[src/rtl/fifo_pkg.sv]
// fifo_pkg: shared async FIFO widths, depth and synchroniser constants for the write and read sides.
package fifo_pkg;
  localparam int BUS_WIDTH = 8;
  localparam int ADDR_WIDTH = 3;
  localparam int DEPTH = 2 ** ADDR_WIDTH;
  localparam int PTR_W = ADDR_WIDTH + 1;
  localparam int SYNC_STAGES = 2;
  localparam int AFULL_THRESH = 6;
endpackage

[src/rtl/grey_bin.sv]
// grey_bin: combinational Gray-to-binary converter.
module grey_bin
  import fifo_pkg::*;
#(
  parameter int W = PTR_W
) (
  input  logic [W-1:0] gray,
  output logic [W-1:0] bin
);
  for (genvar i = 0; i < W; i++) begin : g_bit
    assign bin[i] = ^gray[W-1:i];
  end
endmodule

[src/rtl/fifo_wr_ctrl.sv]
// fifo_wr_ctrl: async FIFO write-side pointers, full, level and almost-full detection.
// Defining FIFO_WR_OVF_EN adds a sticky overflow flag on w_ovf; otherwise w_ovf is tied low.
module fifo_wr_ctrl
  import fifo_pkg::*;
#(
  parameter int bus_width = BUS_WIDTH,
  parameter int addr_width = ADDR_WIDTH,
  parameter int afull_thresh = AFULL_THRESH
) (
  input  logic                  w_clk,
  input  logic                  w_rst,
  input  logic                  w_en,
  input  logic [bus_width-1:0]  w_data,
  input  logic [addr_width:0]   rptr_sync,
  output logic                  w_inc,
  output logic [addr_width-1:0] w_addr,
  output logic [bus_width-1:0]  w_data_out,
  output logic [addr_width:0]   wptr_out,
  output logic                  w_full,
  output logic                  w_afull,
  output logic [addr_width:0]   w_level,
  output logic                  w_ovf
);
  localparam int PW = addr_width + 1;
  localparam logic [PW-1:0] AFULL_T = PW'(afull_thresh);
  localparam logic [PW-1:0] FULL_MASK = {2'b11, {(PW-2){1'b0}}};
  logic [PW-1:0] wbin, wbin_nxt, rbin;
  grey_bin #(.W(PW)) u_rptr_bin (.gray(rptr_sync), .bin(rbin));
  assign wbin_nxt = wbin + 1'b1;
  // full compares the registered Gray pointers so no extra conversion sits on the full path
  assign w_full = wptr_out == (rptr_sync ^ FULL_MASK);
  assign w_inc = w_en & ~w_full;
  assign w_addr = wbin[addr_width-1:0];
  assign w_data_out = w_data;
  assign w_level = wbin - rbin;
  assign w_afull = w_level >= AFULL_T;
  // wptr_out leaves straight from a flop so the read-domain synchroniser sees a glitch-free Gray code
  always_ff @(posedge w_clk)
    if (w_rst) begin
      wbin <= '0;
      wptr_out <= '0;
    end else if (w_inc) begin
      wbin <= wbin_nxt;
      wptr_out <= wbin_nxt ^ (wbin_nxt >> 1);
    end
`ifdef FIFO_WR_OVF_EN
  logic ovf;
  always_ff @(posedge w_clk)
    ovf <= w_rst ? 1'b0 : ovf | (w_en & w_full);
  assign w_ovf = ovf;
`else
  assign w_ovf = 1'b0;
`endif
endmodule

[config.mk]
export PLATFORM = sky130hd
export DESIGN_NAME = fifo_wr_ctrl
export DESIGN_NICKNAME = d
export VERILOG_FILES = /design/src/rtl/fifo_pkg.sv /design/src/rtl/grey_bin.sv /design/src/rtl/fifo_wr_ctrl.sv
export SDC_FILE = /design/constraint.sdc
export NUM_CORES = 1
export LEC_CHECK = 0
export CAP_MARGIN = 40
export CORE_MARGIN = 3
export CORE_UTILIZATION = 36
export DETAILED_ROUTE_END_ITERATION = 16
export PLACE_DENSITY = 0.77
export SLEW_MARGIN = 20
export SYNTH_ARGS = -nofsm -noshare
export SYNTH_HDL_FRONTEND = slang
export SYNTH_SLANG_ARGS = --single-unit
[constraint.sdc]
create_clock -name w_clk -period 2.6 [get_ports w_clk]
set_input_delay 0.26 -clock w_clk [delete_from_list [all_inputs] [get_ports w_clk]]
set_output_delay 0.26 -clock w_clk [all_outputs]
set_load 0.01 [all_outputs]
==> impl_metrics.py <==
metrics = {
    "critical_path": {
        "crit_path_cell_trace": "dlygate4sd2_1 -> xnor2_2 -> xor2_2 -> xnor2_1 -> ha_2 -> inv_1 -> fa_1 -> xor2_1 -> nand2_1 -> o21ai_0 -> clkbuf_2",
        "cpPeakStageDelay_ps": 370,
        "cpMaxStageDelayCell": "fa_1",
        "critPathTopFamily": "XOR/XNOR gates",
        "worst-path-buf-inv": 3,
        "endpoint_kind": "primary output",
        "path_max_fanout": 2,
        "path_class": "input port to primary output",
        "critPathRequiredTime_ps": 2340,
        "cp.arrival_ps": 2170,
        "crit_cells": 11,
        "rr_worst_depth": 5,
        "startpoint_type": "input port",
    },
    "logic_synthesis": {
        "syn_inst": 69,
        "seq_area_frac_synth_pct": 23.0,
        "syn_area_per_cell_um2": 8.85,
        "synth_fp_nets": 89,
        "synth-seq-cells": 7,
        "ys_warn_count": 0,
        "ys_types": 20,
        "synth.cell_area_um2": 611,
    },
    "clocking": {
        "clk_path_buf_depth": 2,
        "cts_inserted_buffers": 3,
        "cts_tree": "yes",
        "htree_levels": 1,
        "clock_sinks": 7,
        "ctsRootBufferMaster": "clkbuf_4",
        "ctsHoldBuffers": 0,
        "insertion_delay_ps": 250,
    },
    "layout": {
        "utilization_pct": 54.6,
        "final_common_cell": "clkdlybuf4s50_1",
        "design_area_um2": 851,
        "final_cells": 108,
        "nets": 113,
        "syn_to_final_growth_pct": 39.3,
        "antennaDiodeCount": 0,
        "layout_common_cells": "13 x clkdlybuf4s50_1, 9 x xnor2_1, 8 x buf_4",
        "layout-drive-gt1-share_pct": 20.7,
    },
    "timing": {
        "finalClockSkew_ps": 4.29,
        "fin_crit_ps": 2430,
        "fmax_ghz": 0.411,
        "hold_slack_ps": 520,
        "fin_crit_sh_pct": 93.5,
        "layout_setup_ws_ps": 169,
        "rsz0062_at_grt": "no",
        "fin_tns_setup_ps": 0,
        "setup_viol": 0,
        "hold_viol": 0,
        "slew_viol_final": 0,
    },
    "floorplanning": {
        "start_util_pct": 39.2,
        "chipWidth_um": 47.2,
        "dieArea_mm2": 0.00223,
        "core_area_mm2": 0.00156,
        "ios": 38,
        "fp.dieH_um": 47.2,
        "num_rows": 14,
    },
    "drt": {
        "ant_nets": 0,
        "vias": 516,
        "via_per_inst": 4.78,
        "drc_errors": 0,
        "dr.pass1.iters": 4,
        "drt_iter0_markers": 4,
        "finalWirelength_um": 1160,
        "post_drt_wl_per_cell_um": 10.7,
    },
    "place": {
        "place_area_um2": 816,
        "numPortBuffers": 20,
        "gp_congestion": 0.725,
        "post-place-ws_ps": -488,
        "numPlacedInstances": 103,
        "dp.final_hpwl_um": 989,
    },
    "global_routing": {
        "grt_antenna_before_repair": 0,
        "grt_pass1_wl_um": 1880,
        "grt_pass1_vias": 468,
        "overflow": 0,
        "track_usage_pct": 11.9,
        "grt_max_degree": 10,
    },
    "power_and_ir_drop": {
        "p_leak_nw": 0.372,
        "ir_drop_mv": 0.324,
        "power_density_mw_per_mm2": 527,
        "power_mw": 0.449,
    },
    "job": {
        "max_cap_violations": 0,
    },
    "worst_hold_path": {
        "hold_class": "input port to primary output",
        "worstHoldPathCells": 0,
    },
    "status": {
        "status": "finished, final reports clean",
    },
}
## cells by family after synthesis
kind of cell / after synthesis / synth area share, %
AO/OA/AOI/OAI: 9 / 11.5
multiplexers: 4 / 6.56
XOR/XNOR: 15 / 21.5
other: 1 / 0.614
AND/OR/NAND/NOR: 13 / 10.7
buffers and inverters: 15 / 14.8
flip-flops: 7 / 23.0
adder cells (fa/ha/maj): 5 / 11.5
## final timing paths
path / startpoint / endpoint / slack [ps]
setup / recovery: rptr_sync[3] / w_afull / 170
hold / removal: w_data[0] / w_data_out[0] / 520
setup reg to reg: wptr_out[3] / wptr_out[3] / 910
hold reg to reg: wptr_out[1] / wptr_out[1] / 560
## final cells by class
class                      count  area, um2
fill                         145        708
multi-input combinational     47        398
timing repair buffer          28        244
sequential                     7        140
clock buffer                   4       26.3
inverter                       6       22.5
tap                           16       20.0
## flip-flops by register name, summed over array words and instances (netlist names)
signal,cells
wptr_out,4
wbin,3
## synthesized netlist by cell type
| library cell | n | area, um2 |
|---|---|---|
| xnor2_1 | 10 | 87.6 |
| nand2_1 | 1 | 3.75 |
| nor4_1 | 1 | 6.26 |
| o21ai_0 | 4 | 20.0 |
| inv_1 | 6 | 22.5 |
| ha_1 | 4 | 50.1 |
| or3_2 | 2 | 15.0 |
| dfxtp_1 | 7 | 140 |
| fa_1 | 1 | 20.0 |
| and3_1 | 1 | 6.26 |
| nor2b_1 | 1 | 6.26 |
| conb_1 | 1 | 3.75 |
| o41ai_4 | 1 | 27.5 |
| a21oi_1 | 3 | 15.0 |
| buf_4 | 9 | 67.6 |
| xor2_1 | 5 | 43.8 |
| a21boi_0 | 1 | 7.51 |
| mux2i_1 | 4 | 40.0 |
| nor2_1 | 6 | 22.5 |
| nand3_1 | 1 | 5.00 |
## per-layer routing
metal	up-vias	part of all wire (%)	track usage, %
li1	263	-	-
met1	231	43	14.6
met2	20	50	18.7
met3	2	5.5	3.07
met4	0	1.5	6.63
met5	-	0	0
## where the power goes
group,switching (mW),leakage [nW],internal (mW)
Sequential,0.0129,0.0572,0.117
Combinational,0.0995,0.300,0.121
Clock,0.0395,0.0150,0.0585
Total,0.152,0.372,0.297
## timing repair
action	CTS	global route
setup endpoints to repair	4	2
pin swaps	3	5
hold endpoints to repair	0	0
gates cloned	0	0
buffers inserted	1	0
gates resized for setup	11	4
(Power assumes the default switching activity.)
